--- config.mk ---
export PLATFORM = sky130hd
export DESIGN_NAME = lcd_spi_sequencer_flat
export DESIGN_NICKNAME = d
export VERILOG_FILES = /design/src/rtl/lcd_spi_sequencer_pkg.sv /design/src/rtl/lcd_spi_sequencer_if.sv /design/src/rtl/lcd_spi_sequencer_sync_fifo.sv /design/src/rtl/lcd_spi_sequencer.sv /design/src/flat_wrapper.sv
export SDC_FILE = /design/constraint.sdc
export NUM_CORES = 1
export LEC_CHECK = 0
export CORE_MARGIN = 1.5
export CORE_UTILIZATION = 28
export DETAILED_ROUTE_END_ITERATION = 8
export MAX_ROUTING_LAYER = met4
export PLACE_DENSITY = 0.4
export SLEW_MARGIN = 15
export SYNTH_ARGS = -nofsm -noshare
export SYNTH_HDL_FRONTEND = slang
export SYNTH_SLANG_ARGS = --single-unit
--- constraint.sdc ---
create_clock -name CLK_100MHz -period 2.35 [get_ports CLK_100MHz]
set_input_delay 0.5875 -clock CLK_100MHz [delete_from_list [all_inputs] [get_ports CLK_100MHz]]
set_output_delay 0.5875 -clock CLK_100MHz [all_outputs]
set_load 0.005 [all_outputs]
--- src/rtl/lcd_spi_sequencer_pkg.sv ---
// Shared definitions for the LCD SPI byte sequencer: FIFO entry layout,
// D/C line values and sequencer state encoding.
package lcd_pkg;

  localparam int unsigned ENTRY_W = 9;
  localparam int unsigned DC_BIT  = 8;

  localparam logic DC_CMD  = 1'b0;
  localparam logic DC_DATA = 1'b1;

  typedef enum logic [2:0] {
    ST_RST_LOW,
    ST_RST_WAIT,
    ST_IDLE,
    ST_LOAD,
    ST_WAIT_START,
    ST_WAIT_DONE
  } seq_state_e;

endpackage

--- src/rtl/lcd_spi_sequencer_if.sv ---
// LOAD/BUSY handshake and D/C line between the sequencer and the 8-bit SPI transmitter.
interface lcd_spi_sequencer_if;
  logic       SPI_LOAD;
  logic [7:0] SPI_IN;
  logic       SPI_BUSY;
  logic       DCX;

  modport master (output SPI_LOAD, output SPI_IN, output DCX, input SPI_BUSY);
  modport slave  (input SPI_LOAD, input SPI_IN, input DCX, output SPI_BUSY);
endinterface

--- src/rtl/lcd_spi_sequencer_sync_fifo.sv ---
// Single-clock FIFO; a write when full is ignored unless a pop frees the slot on the same edge.
module sync_fifo #(
  parameter int unsigned WIDTH = 9,
  parameter int unsigned DEPTH = 16
) (
  input  logic                     clk_i,
  input  logic                     rst_ni,
  input  logic                     wr_en_i,
  input  logic [WIDTH-1:0]         wr_data_i,
  input  logic                     rd_en_i,
  output logic [WIDTH-1:0]         rd_data_o,
  output logic                     full_o,
  output logic                     empty_o,
  output logic [$clog2(DEPTH):0]   count_o
);
  localparam int unsigned AW = $clog2(DEPTH);
  localparam logic [AW:0] FULL_CNT = (AW+1)'(DEPTH);

  logic [WIDTH-1:0] mem_q [DEPTH];
  logic [AW-1:0]    wptr_q, rptr_q;
  logic [AW:0]      count_q;
  logic             wr_ok, rd_ok;

  assign rd_ok = rd_en_i && !empty_o;
  assign wr_ok = wr_en_i && (!full_o || rd_ok);

  always_ff @(posedge clk_i) begin
    if (wr_ok) mem_q[wptr_q] <= wr_data_i;
  end

  always_ff @(posedge clk_i or negedge rst_ni) begin
    if (!rst_ni) begin
      wptr_q  <= '0;
      rptr_q  <= '0;
      count_q <= '0;
    end else begin
      if (wr_ok) wptr_q <= wptr_q + 1'b1;
      if (rd_ok) rptr_q <= rptr_q + 1'b1;
      case ({wr_ok, rd_ok})
        2'b10:   count_q <= count_q + 1'b1;
        2'b01:   count_q <= count_q - 1'b1;
        default: count_q <= count_q;
      endcase
    end
  end

  assign rd_data_o = mem_q[rptr_q];
  assign full_o    = (count_q == FULL_CNT);
  assign empty_o   = (count_q == '0);
  assign count_o   = count_q;
endmodule

--- src/rtl/lcd_spi_sequencer.sv ---
// LCD SPI byte sequencer: FIFO-buffered command/data stream onto the transmitter LOAD/BUSY handshake.
// Define LCD_RESX_SEQ_EN to run the RESX power-on reset sequence before the stream is released.
module lcd_spi_sequencer
  import lcd_pkg::*;
#(
  parameter int unsigned DEPTH            = 16,
  parameter int unsigned RESX_LOW_CYCLES  = 1000,
  parameter int unsigned RESX_WAIT_CYCLES = 12000000
) (
  input  logic                      CLK_100MHz,
  input  logic                      RESET_N,
  input  logic                      WR_EN,
  input  logic [ENTRY_W-1:0]        WR_DATA,
  output logic                      FULL,
  output logic                      EMPTY,
  output logic                      OVERFLOW,
  output logic                      READY,
  output logic                      ACTIVE,
  output logic                      RESX,
  lcd_spi_sequencer_if.master       spi
);
  if (DEPTH < 2 || (DEPTH & (DEPTH - 1)) != 0 || RESX_LOW_CYCLES == 0 || RESX_WAIT_CYCLES == 0)
  begin : g_cfg_check
    $error("lcd_spi_sequencer: DEPTH must be a power of two >= 2 and RESX cycle counts non-zero");
  end

  seq_state_e          state_q;
  logic                load_q, dcx_q, ovf_q;
  logic [7:0]          byte_q;
  logic [ENTRY_W-1:0]  head;
  logic                fifo_full, fifo_empty, pop, ready;
  logic [$clog2(DEPTH):0] fifo_count;

  sync_fifo #(.WIDTH(ENTRY_W), .DEPTH(DEPTH)) u_fifo (
    .clk_i     (CLK_100MHz),
    .rst_ni    (RESET_N),
    .wr_en_i   (WR_EN),
    .wr_data_i (WR_DATA),
    .rd_en_i   (pop),
    .rd_data_o (head),
    .full_o    (fifo_full),
    .empty_o   (fifo_empty),
    .count_o   (fifo_count)
  );

  // Waiting for BUSY low in IDLE also covers a transmitter still finishing a byte across reset.
  assign pop = (state_q == ST_IDLE) && !fifo_empty && !spi.SPI_BUSY;

`ifdef LCD_RESX_SEQ_EN
  logic        resx_q, ready_q;
  logic [31:0] cnt_q;
  assign ready = ready_q;
  assign RESX  = resx_q;
`else
  assign ready = 1'b1;
  assign RESX  = 1'b1;
`endif

  always_ff @(posedge CLK_100MHz or negedge RESET_N) begin
    if (!RESET_N) begin
`ifdef LCD_RESX_SEQ_EN
      state_q <= ST_RST_LOW;
      resx_q  <= 1'b0;
      ready_q <= 1'b0;
      cnt_q   <= '0;
`else
      state_q <= ST_IDLE;
`endif
      load_q  <= 1'b0;
      byte_q  <= '0;
      dcx_q   <= DC_DATA;
      ovf_q   <= 1'b0;
    end else begin
      load_q <= 1'b0;
      if (WR_EN && fifo_full && !pop) ovf_q <= 1'b1;
      case (state_q)
`ifdef LCD_RESX_SEQ_EN
        ST_RST_LOW: begin
          if (cnt_q == 32'(RESX_LOW_CYCLES - 1)) begin
            cnt_q   <= '0;
            resx_q  <= 1'b1;
            state_q <= ST_RST_WAIT;
          end else begin
            cnt_q <= cnt_q + 32'd1;
          end
        end
        ST_RST_WAIT: begin
          if (cnt_q == 32'(RESX_WAIT_CYCLES - 1)) begin
            cnt_q   <= '0;
            ready_q <= 1'b1;
            state_q <= ST_IDLE;
          end else begin
            cnt_q <= cnt_q + 32'd1;
          end
        end
`endif
        ST_IDLE: begin
          if (pop) begin
            byte_q  <= head[7:0];
            dcx_q   <= head[DC_BIT];
            load_q  <= 1'b1;
            state_q <= ST_LOAD;
          end
        end
        ST_LOAD:       state_q <= ST_WAIT_START;
        ST_WAIT_START: if (spi.SPI_BUSY)  state_q <= ST_WAIT_DONE;
        ST_WAIT_DONE:  if (!spi.SPI_BUSY) state_q <= ST_IDLE;
        default:       state_q <= ST_IDLE;
      endcase
    end
  end

  assign spi.SPI_LOAD = load_q;
  assign spi.SPI_IN   = byte_q;
  assign spi.DCX      = dcx_q;
  assign FULL         = fifo_full;
  assign EMPTY        = fifo_empty;
  assign OVERFLOW     = ovf_q;
  assign READY        = ready;
  assign ACTIVE       = (fifo_count != '0) || ((state_q != ST_IDLE) && ready);
endmodule
--- src/flat_wrapper.sv ---
// flat-port wrapper written by rule: the top's interface ports become plain ports
module lcd_spi_sequencer_flat import lcd_pkg::*;
#(
  parameter int unsigned DEPTH            = 16,
  parameter int unsigned RESX_LOW_CYCLES  = 1000,
  parameter int unsigned RESX_WAIT_CYCLES = 12000000
)
  (CLK_100MHz, RESET_N, WR_EN, WR_DATA, FULL, EMPTY, OVERFLOW, READY, ACTIVE, RESX, spi_SPI_LOAD, spi_SPI_IN, spi_DCX, spi_SPI_BUSY);
  lcd_spi_sequencer_if spi_i ();
  input  logic CLK_100MHz;
  input  logic RESET_N;
  input  logic WR_EN;
  input  logic [ENTRY_W-1:0] WR_DATA;
  output logic FULL;
  output logic EMPTY;
  output logic OVERFLOW;
  output logic READY;
  output logic ACTIVE;
  output logic RESX;
  output wire logic [$bits(spi_i.SPI_LOAD)-1:0] spi_SPI_LOAD;
  output wire logic [$bits(spi_i.SPI_IN)-1:0] spi_SPI_IN;
  output wire logic [$bits(spi_i.DCX)-1:0] spi_DCX;
  input wire logic [$bits(spi_i.SPI_BUSY)-1:0] spi_SPI_BUSY;
  assign spi_SPI_LOAD = spi_i.SPI_LOAD;
  assign spi_SPI_IN = spi_i.SPI_IN;
  assign spi_DCX = spi_i.DCX;
  assign spi_i.SPI_BUSY = spi_SPI_BUSY;
  lcd_spi_sequencer #(.DEPTH(DEPTH), .RESX_LOW_CYCLES(RESX_LOW_CYCLES), .RESX_WAIT_CYCLES(RESX_WAIT_CYCLES)) u_core (.CLK_100MHz(CLK_100MHz), .RESET_N(RESET_N), .WR_EN(WR_EN), .WR_DATA(WR_DATA), .FULL(FULL), .EMPTY(EMPTY), .OVERFLOW(OVERFLOW), .READY(READY), .ACTIVE(ACTIVE), .RESX(RESX), .spi(spi_i));
endmodule
==> summary.md <==
| Metric | Value |
|---|---|
| Area growth from synthesis to layout | `30.7%` |
| CTS buffer count | `17` |
| CTS root buffer | `clkbuf_16` |
| Die Wd | `roughly 160 µm` |
| Cell variety after synth | `50` |
| Critical path startpoint | `u_core.state_q[1]` |
| Via Count | `3554` |
| IO Count | `29` |
| Largest area contributor in the netlist | `edfxtp_1` |
| Largest net degree at the start of global routing | `37` |
| Die ar. | `~26000 µm²` |
| Failing checks | `negative setup slack` |
| Pleak | `roughly 3.1 nW` |
| Buffers on Ports | `26` |
| Die Y | `160 µm` |
| CTS tree | `built` |
| Placeable Area | `24200 µm²` |
| Routed length per instance | `19.8 µm` |
| Setup ws final | `-45.0 ps` |
| Slew HR | `0.550` |
| Final Util | `0.372` |
| Rows | `57` |
| Total congestion overflow | `0` |
| WS Path Type | `reg -> reg` |
| Clock period minus worst slack | `2390 ps` |
| Initial antenna violation count | `0` |
| Setup crit start kind | `flop` |
| Share of cells above drive strength 1 | `0.381` |
| Number of global-route vias before repair | `just under 4000` |
| DR iter-0 viols | `224` |
| Worst clock skew | `7.82 ps` |
| Post-synth top area share | `0.627` |
| N_diodes | `0` |
| Final Slew Violations | `0` |
| Most frequent cells in the layout | `edfxtp_1, buf_4, mux4_2, dfrtp_1` |
| Fillers | `2250` |
| Crit path DAT | `2540 ps` |
| Post-route ant nets | `0` |
| Worst-path clk slew | `70 ps` |
| F_max | `0.418 GHz` |
| Endpoints failing hold | `0` |
| Syn_area_per_cell | `18.9 µm²` |
| NumNets Final | `479` |
| Ys async rst share | `0.158` |
| Vias per Instance | `4.46` |
| Most area-consuming cells after synthesis | `edfxtp_1, mux4_2, dfrtp_1` |
| Critical R2R Launch | `u_core.state_q[1]` |
| Endpoints failing setup | `30` |
| Ys flop type | `edfxtp_1` |
| CTS Sinks | `171` |
| Post-route DRC | `0` |
| Crit end category | `flop` |
| GRT Overall Usage | `0.136` |
| Min-Delay Path Class | `reg -> reg` |
| H-Tree Depth | `4` |
| Clock latency on the worst-skew pair | `430 ps` |
| Drt pass-1 iters | `4` |
| Power per cell area | `1180 nW/µm²` |
| RSZ-0062 raised after global routing | `yes` |
| Commonest non-fill, non-tap cell in the layout | `edfxtp_1` |
| MaxCap Viol Count | `0` |
| Maximum VDD drop | `about 0.63 mV` |
| Global-route wire length before repair | `24500 µm` |
| Worst slew pin tran | `672 ps` |
| Ys Warns | `0` |
| Drt total wl | `between 15000 and 20000 µm` |
| Post-DP HPWL | `roughly 10000 µm` |
| Status | `finished with violations` |
| Post-synth EDFFs | `144` |
| Netlist Area Pre-Place | `6890 µm²` |
| Sum of negative setup slack | `-606 ps` |
| Period utilization | `1.02` |
| #FFs+latches synth | `171` |
| RD Place Congestion | `0.758` |
| Clock tree buffer depth | `2` |
| Post-synthesis sequential area ratio | `0.726` |
| Crit-path max FO | `9` |
| Starting Density | `0.284` |
| Synth Instances | `365` |
| Hold_buf cts | `0` |
| Worst Hold Launch | `u_core.OVERFLOW` |
| Required @ worst endpoint | `2490 ps` |
-- synthesized netlist by cell type, types with 2 or more instances --
cell and instances:
edfxtp_1 144, mux4_2 34, dfrtp_1 25, nand2_1 23, mux2i_1 22, nor2_1 14
buf_2 9, nor3_1 8, o221ai_1 8, xnor2_1 8, ha_1 7, clkbuf_1 6
inv_1 5, nand2b_1 4, buf_1 3, nor2b_1 3, a22oi_1 2, a31oi_1 2
buf_4 2, dfstp_2 2, nand4_1 2, o211ai_1 2, o21ai_0 2, o31a_1 2
-- flip-flops by register name, indices dropped and copies added, names as in the netlist --
register	cells
u_core.OVERFLOW	1
u_core.spi.DCX	1
u_core.spi.SPI_IN	8
u_core.spi.SPI_LOAD	1
u_core.state_q	3
u_core.u_fifo.count_o	5
u_core.u_fifo.mem_q	144
u_core.u_fifo.rptr_q	4
u_core.u_fifo.wptr_q	4
-- per-stage QoR --
step           cell area [µm²]  hold slack (ps)  power [W]  setup WS [ps]  cells
2_1_floorplan             7010              292    0.00629           -178    366
3_3_place_gp              8140              464    0.00776           -566    750
3_5_place_dp              8140              471    0.00777           -620    750
4_1_cts                   8890              488     0.0107           -103    794
5_1_grt                   9010              498     0.0113           -108    796
6_report                  9010              476     0.0107          -45.0    796
-- routing by layer --
metal | up-vias | track usage | wire length, µm
met5 | - | - | 0
met4 | 0 | 0.0459 | 205
met3 | 13 | 0.0244 | 399
met2 | 51 | 0.208 | 7520
met1 | 1841 | 0.183 | 7610
li1 | 1649 | - | -
-- what timing repair did --
item | CTS | global route
endpoints found under the setup margin | 109 | 90
gates cloned | 0 | 1
buffers inserted | 12 | 2
pin swaps | 15 | 9
gates resized for setup | 32 | 17
-- worst paths after layout --
kind / slack, ps / depth (start not counted) / end
max: -40 / 7 / u_core.u_fifo.mem_q[3][6]
min: 480 / 1 / u_core.OVERFLOW
max reg2reg: -40 / 7 / u_core.u_fifo.mem_q[3][6]
min reg2reg: 480 / 1 / u_core.OVERFLOW
max in group asynchronous: 1460 / 2 / u_core.spi.DCX
min in group asynchronous: 560 / 2 / u_core.u_fifo.count_o[4]
-- kinds of logic (layout without fill, tap and decap cells) --
kind of cell,count (synthesis),count (layout),share of synthesized area
AO/OA/AOI/OAI,31,31,0.0394
XOR/XNOR,9,9,0.0114
flip-flops,171,171,0.726
other,1,2,0.000544
AND/OR/NAND/NOR,62,62,0.0463
buffers and inverters,27,133,0.0185
adder cells (fa/ha/maj),7,7,0.0127
multiplexers,57,57,0.145
-- power by group --
part | leakage [nW] | total [W] | internal, W | switching, W
Clock | 0.274 | 0.00272 | 0.00141 | 0.00130
Combinational | 1.16 | 0.00386 | 0.00194 | 0.00192
Sequential | 1.62 | 0.00409 | 0.00379 | 0.000293
-- layout make-up --
| type | count | area [µm²] | share of cell area |
|---|---|---|---|
| clock buffer | 17 | 425 | 0.0472 |
| clock inverter | 15 | 155 | 0.0172 |
| inverter | 6 | 22.5 | 0.00250 |
| multi-input combinational | 168 | 2010 | 0.223 |
| sequential | 171 | 5000 | 0.556 |
| tap | 324 | 405 | 0.0450 |
| timing repair buffer | 95 | 983 | 0.109 |
-- worst max-delay path, cell delays in order (launching register included) --
cell	delay, ps
dfstp_2	530
or4b_4	500
buf_4	170
a31oi_4	260
buf_12	190
nand2_8	80
nor3_4	200
buf_12	170
Power figures use the tool's default switching activity.
